**src/rtl/store_pack.sv**
```systemverilog
// Store packer: turns a CPU byte/half/word store into one word-aligned,
// lane-replicated memory write with byte enables, an ack handshake and a timeout.
module store_pack #(
    parameter int unsigned TIMEOUT = 255
) (
    input  logic        clk,
    input  logic        rst_n,
    input  logic        st_valid,
    output logic        st_ready,
    input  logic [31:0] st_addr,
    input  logic [31:0] st_data,
    input  logic [1:0]  st_size,
    output logic        mem_req,
    output logic [31:0] mem_addr,
    output logic [31:0] mem_wdata,
    output logic [3:0]  mem_be,
    input  logic        mem_ack,
    output logic        st_done,
    output logic        st_err
);

    typedef enum logic {
        IDLE = 1'b0,
        REQ  = 1'b1
    } state_e;

    localparam logic [15:0] CNT_LAST = 16'(TIMEOUT - 32'd1);

    state_e      state_q, state_d;
    logic [15:0] cnt_q, cnt_d;
    logic [31:0] mem_addr_q, mem_addr_d;
    logic [31:0] mem_wdata_q, mem_wdata_d;
    logic [3:0]  mem_be_q, mem_be_d;
    logic        st_ready_q, st_ready_d;
    logic        mem_req_q, mem_req_d;
    logic        st_done_q, st_done_d;
    logic        st_err_q, st_err_d;

    logic [31:0] lane_wdata_s;
    logic [3:0]  lane_be_s;
    logic        bad_s;

    // Lane steering and legality check of the incoming store
    always_comb begin
        lane_wdata_s = 32'h0000_0000;
        lane_be_s    = 4'b0000;
        bad_s        = 1'b0;
        case (st_size)
            2'b00: begin
                lane_wdata_s = {4{st_data[7:0]}};
                lane_be_s    = 4'b0001 << st_addr[1:0];
            end
            2'b01: begin
                lane_wdata_s = {2{st_data[15:0]}};
                lane_be_s    = st_addr[1] ? 4'b1100 : 4'b0011;
                bad_s        = st_addr[0];
            end
            2'b10: begin
                lane_wdata_s = st_data;
                lane_be_s    = 4'b1111;
                bad_s        = |st_addr[1:0];
            end
            default: begin
                bad_s = 1'b1;
            end
        endcase
    end

    // Next-state, counter and output computation
    always_comb begin
        state_d     = state_q;
        cnt_d       = cnt_q;
        mem_addr_d  = mem_addr_q;
        mem_wdata_d = mem_wdata_q;
        mem_be_d    = mem_be_q;
        st_done_d   = 1'b0;
        st_err_d    = 1'b0;
        case (state_q)
            IDLE: begin
                if (st_valid) begin
                    if (bad_s) begin
                        st_err_d = 1'b1;
                    end else begin
                        state_d     = REQ;
                        cnt_d       = 16'd0;
                        mem_addr_d  = {st_addr[31:2], 2'b00};
                        mem_wdata_d = lane_wdata_s;
                        mem_be_d    = lane_be_s;
                    end
                end else begin
                    cnt_d = 16'd0;
                end
            end
            REQ: begin
                // Ack wins over a timeout landing in the same cycle
                if (mem_ack) begin
                    state_d   = IDLE;
                    cnt_d     = 16'd0;
                    st_done_d = 1'b1;
                end else if (cnt_q == CNT_LAST) begin
                    state_d  = IDLE;
                    cnt_d    = 16'd0;
                    st_err_d = 1'b1;
                end else begin
                    cnt_d = cnt_q + 16'd1;
                end
            end
            default: begin
                state_d = IDLE;
                cnt_d   = 16'd0;
            end
        endcase
        st_ready_d = (state_d == IDLE);
        mem_req_d  = (state_d == REQ);
    end

    // State and registered outputs
    always_ff @(posedge clk or negedge rst_n) begin
        if (!rst_n) begin
            state_q     <= IDLE;
            cnt_q       <= 16'd0;
            mem_addr_q  <= 32'h0000_0000;
            mem_wdata_q <= 32'h0000_0000;
            mem_be_q    <= 4'b0000;
            st_ready_q  <= 1'b1;
            mem_req_q   <= 1'b0;
            st_done_q   <= 1'b0;
            st_err_q    <= 1'b0;
        end else begin
            state_q     <= state_d;
            cnt_q       <= cnt_d;
            mem_addr_q  <= mem_addr_d;
            mem_wdata_q <= mem_wdata_d;
            mem_be_q    <= mem_be_d;
            st_ready_q  <= st_ready_d;
            mem_req_q   <= mem_req_d;
            st_done_q   <= st_done_d;
            st_err_q    <= st_err_d;
        end
    end

    assign st_ready  = st_ready_q;
    assign mem_req   = mem_req_q;
    assign mem_addr  = mem_addr_q;
    assign mem_wdata = mem_wdata_q;
    assign mem_be    = mem_be_q;
    assign st_done   = st_done_q;
    assign st_err    = st_err_q;

endmodule

```
**config.mk**
```make
export PLATFORM = sky130hd
export DESIGN_NAME = store_pack
export DESIGN_NICKNAME = d
export VERILOG_FILES = /design/src/rtl/store_pack.sv
export SDC_FILE = /design/constraint.sdc
export NUM_CORES = 1
export LEC_CHECK = 0
export BUFFER_PORTS_ARGS = -buffer_cell sky130_fd_sc_hd__buf_2
export CAP_MARGIN = 20
export CELL_PAD_IN_SITES_DETAIL_PLACEMENT = 0
export CELL_PAD_IN_SITES_GLOBAL_PLACEMENT = 1
export CORE_MARGIN = 3
export CORE_UTILIZATION = 40
export DETAILED_ROUTE_END_ITERATION = 10
export GPL_ROUTABILITY_DRIVEN = 1
export PLACE_DENSITY_LB_ADDON = 0.1
export SLEW_MARGIN = 10
export SYNTH_ARGS = -nofsm -noshare
export SYNTH_HDL_FRONTEND = slang
export SYNTH_SLANG_ARGS = --single-unit
export TNS_END_PERCENT = 50
```
**constraint.sdc**
```tcl
create_clock -name clk -period 2.38 [get_ports clk]
set_clock_uncertainty 0.05 [all_clocks]
set_input_delay 0.476 -clock clk [delete_from_list [all_inputs] [get_ports clk]]
set_output_delay 0.476 -clock clk [all_outputs]
set_load 0.03 [all_outputs]
```
==> impl_metrics.csv <==
group,metric,value,unit
outcome,status,"finished, final reports clean",
clocking,root_buffer,"clkbuf_8",
drt,viasPerCell,4.96,
clocking,tritoncts,"built",
clocking,hold_buffers,0,
drt,drc,0,
synthesis,yosys.area.top_type_share,0.541,
grt,grt_pass1_wl,15.6,mm
setup_path,worst_path_largest_cell_delay,660,ps
drt,routed-via-count,3087,
drt,drt-pass1-iter-count,4,
clocking,htreeDepth,3,
sta,finalMaxSlewViolations,0,
placed_design,hpwl,6.75,mm
drt,ant_nets,0,
synthesis,synthDistinctLibCells,46,
setup_path,path_class,"reg -> reg",
clocking,clk_latency,350,ps
setup_path,path_cells,"inv_1 > ha_1 > nor4b_4 > a41oi_4 > a41oi_1 > a31oi_1",
clocking,cts-resized-gates,0,
placed_design,io_buffers,139,
floorplanning,start_util,0.418,
setup_path,worstSetupEndpointType,"flip-flop",
sta,hold_slack,10.0,ps
sta,slew_headroom,0.513,
setup_path,crit_arrival,2220,ps
synthesis,synthTopCellsByArea,"dfrtp_1 54%, mux2_2 5.7%, mux2_1 5.2%",
floorplanning,coreArea,9420,um^2
power_and_ir_drop,powerDensity,865,nW/um^2
setup_path,cp-start-kind,"flip-flop",
sta,worst_slew_pin_slew,728,ps
floorplanning,ios,142,
placed_design,dpl_worst_slack,401,ps
grt,grtUsageTotal,0.176,
floorplanning,die_area,11100,um^2
floorplanning,rows,35,
setup_path,path_buf_inv,1,
drt,drt_iter0_drc,130,
clocking,cts_sinks,86,
clocking,clockBufferDepth,2,
setup_path,cpLargestDelayFamily,"compound AO/OA/AOI/OAI gates",
sta,final.min_clock_period,1990,ps
sta,rsz0062_at_grt,"no",
grt,grt_max_degree,57,
synthesis,synth_area,3930,um^2
final_layout,fin_nets,562,
clocking,cts_made_buffers,9,
synthesis,synth_seq_area_share,0.547,
final_layout,drive_gt1_frac,0.393,
worst_hold_path,hp-class,"in -> async",
sta,setup_ws,390,ps
setup_path,cp.required,2610,ps
sta,fin_tns_setup,0,ps
setup_path,reg2reg_slack,390,ps
sta,period_share,0.836,
final_layout,diodes,0,
clocking,postCtsSetupRepairBufs,0,
drt,wire_per_inst,14.8,um
setup_path,startpoint,"cnt_q[0]$_DFFE_PN0P_",
floorplanning,fp.dieH,105,um
grt,antenna_found_initial,0,
synthesis,yosys_warnings,0,
setup_path,critPathMaxFanout,26,
clocking,path_clk_slew,90,ps
final_layout,syn_to_final_growth,25.3,%
synthesis,synth_cells,354,
setup_path,worstReg2RegEnd,"cnt_q[9]$_DFFE_PN0P_",
setup_path,cpMaxStageDelayCell,"a41oi_4",
sta,clock.fmax,503,MHz
job,maxCapViolations,0,
synthesis,synth_top_area_cell,"dfrtp_1",
sta,hold_viol_final,0,
grt,grt.overflow.total,0,
synthesis,ys_seq_elements,86,
setup_path,r2r-start,"cnt_q[0]$_DFFE_PN0P_",
power_and_ir_drop,ir_drop,0.000417,V
placed_design,place.gp.congestion,0.803,
floorplanning,die-width,105,um
sta,setup_violations,0,
grt,grt_pass1_vias,3099,
setup_path,ff2ff_path_depth,6,
synthesis,syn_avg_cell_area,11.1,um^2
power_and_ir_drop,p_leak,2.37,nW
drt,wl,9.23,mm
-- state kept, by name (all words and copies together) (netlist names) --
register and flops:
st_done 1, st_err 1, mem_be 4, mem_req 1
mem_addr 30, st_ready 1, cnt_q 16, mem_wdata 32
-- cell usage after synthesis (all sizes together) --
master and instances:
a2111oi 1, a211oi 8, a21o 3, a21oi 37
a22o 1, a31oi 7, a32oi 1, a41oi 2
and2 1, and3 1, and4 2, and4bb 1
buf 14, clkbuf 9, conb 1, dfrtp 85
dfstp 1, ha 2, inv 12, mux2 38
mux2i 10, nand2 30, nand2b 5, nand3 6
nand4 6, nor2 15, nor2b 11, nor3 4
nor3b 1, nor4 3, nor4b 1, o21ai 30
o21bai 1, o31a 1, or3 1, or4 1
xnor2 1
-- placed cells by master, fill, tap and decap left out, drive strengths merged, types with 2 or more instances in the layout --
cell | netlist | routed
clkbuf | 9 | 11
dfrtp | 85 | 85
buf | 14 | 147
nor2b | 11 | 11
a21o | 3 | 3
a21oi | 37 | 37
o21ai | 30 | 30
nor2 | 15 | 15
mux2 | 38 | 38
a41oi | 2 | 2
a31oi | 7 | 7
a211oi | 8 | 8
nor4 | 3 | 3
and4 | 2 | 2
nand4 | 6 | 6
ha | 2 | 2
nand2 | 30 | 30
nand3 | 6 | 6
conb | 1 | 2
inv | 12 | 13
clkinvlp | 0 | 2
mux2i | 10 | 10
nor3 | 4 | 4
nand2b | 5 | 5
-- final cells by class --
| cell class | instances | area (um^2) |
|---|---|---|
| Multi-Input combinational cell | 234 | 1610 |
| Sequential cell | 86 | 2150 |
| Fill cell | 889 | 4490 |
| Clock inverter | 4 | 32.5 |
| Timing Repair Buffer | 147 | 783 |
| Tap cell | 129 | 161 |
| Inverter | 12 | 45.0 |
| Clock buffer | 11 | 141 |
-- stage by stage --
step	instance area (um^2)	cells	power, mW	util
global placement	4750	608	3.35	0.505
global route	4930	623	4.52	0.523
floorplan	3940	355	2.87	-
finish	4930	623	4.26	0.523
detailed placement	4750	608	3.37	0.505
CTS	4930	623	4.32	0.523
-- worst register-to-register path, stage by stage (launching register included) --
cell,delay (ps)
dfrtp_1,450
inv_1,70
ha_1,190
nor4b_4,140
a41oi_4,660
a41oi_1,210
a31oi_1,170
-- power breakdown --
group | total (mW) | internal, mW | switching [mW]
Clock | 0.943 | 0.409 | 0.535
Combinational | 1.42 | 0.456 | 0.968
Sequential | 1.90 | 1.75 | 0.143
-- logic make-up (layout without fill, tap and decap cells) --
| group | Yosys count | after routing | synth area share |
|---|---|---|---|
| compound gates | 92 | 92 | 0.138 |
| simple gates | 89 | 89 | 0.124 |
| flops | 86 | 86 | 0.547 |
| fa+ha+maj | 2 | 2 | 0.00636 |
| buf+inv | 35 | 174 | 0.0468 |
| xor+xnor | 1 | 1 | 0.00223 |
| mux | 48 | 48 | 0.134 |
| other cells | 1 | 2 | 0.000953 |
-- layer usage --
layer  global-route usage  part of all wire
met4               0.0581             0.015
met3               0.0593             0.081
met2                0.274              0.46
met5                    0                 0
met1                0.231              0.44
-- worst max-delay path by stage --
stage	endpoint	cells past startpoint
global route	cnt_q[1]$_DFFE_PN0P_	6
detailed placement	cnt_q[9]$_DFFE_PN0P_	6
finish	cnt_q[9]$_DFFE_PN0P_	6
floorplan	mem_addr[25]$_DFFE_PN0P_	5
global placement	cnt_q[9]$_DFFE_PN0P_	6
CTS	cnt_q[9]$_DFFE_PN0P_	6
Note: power is estimated with default switching activity, not from simulation.
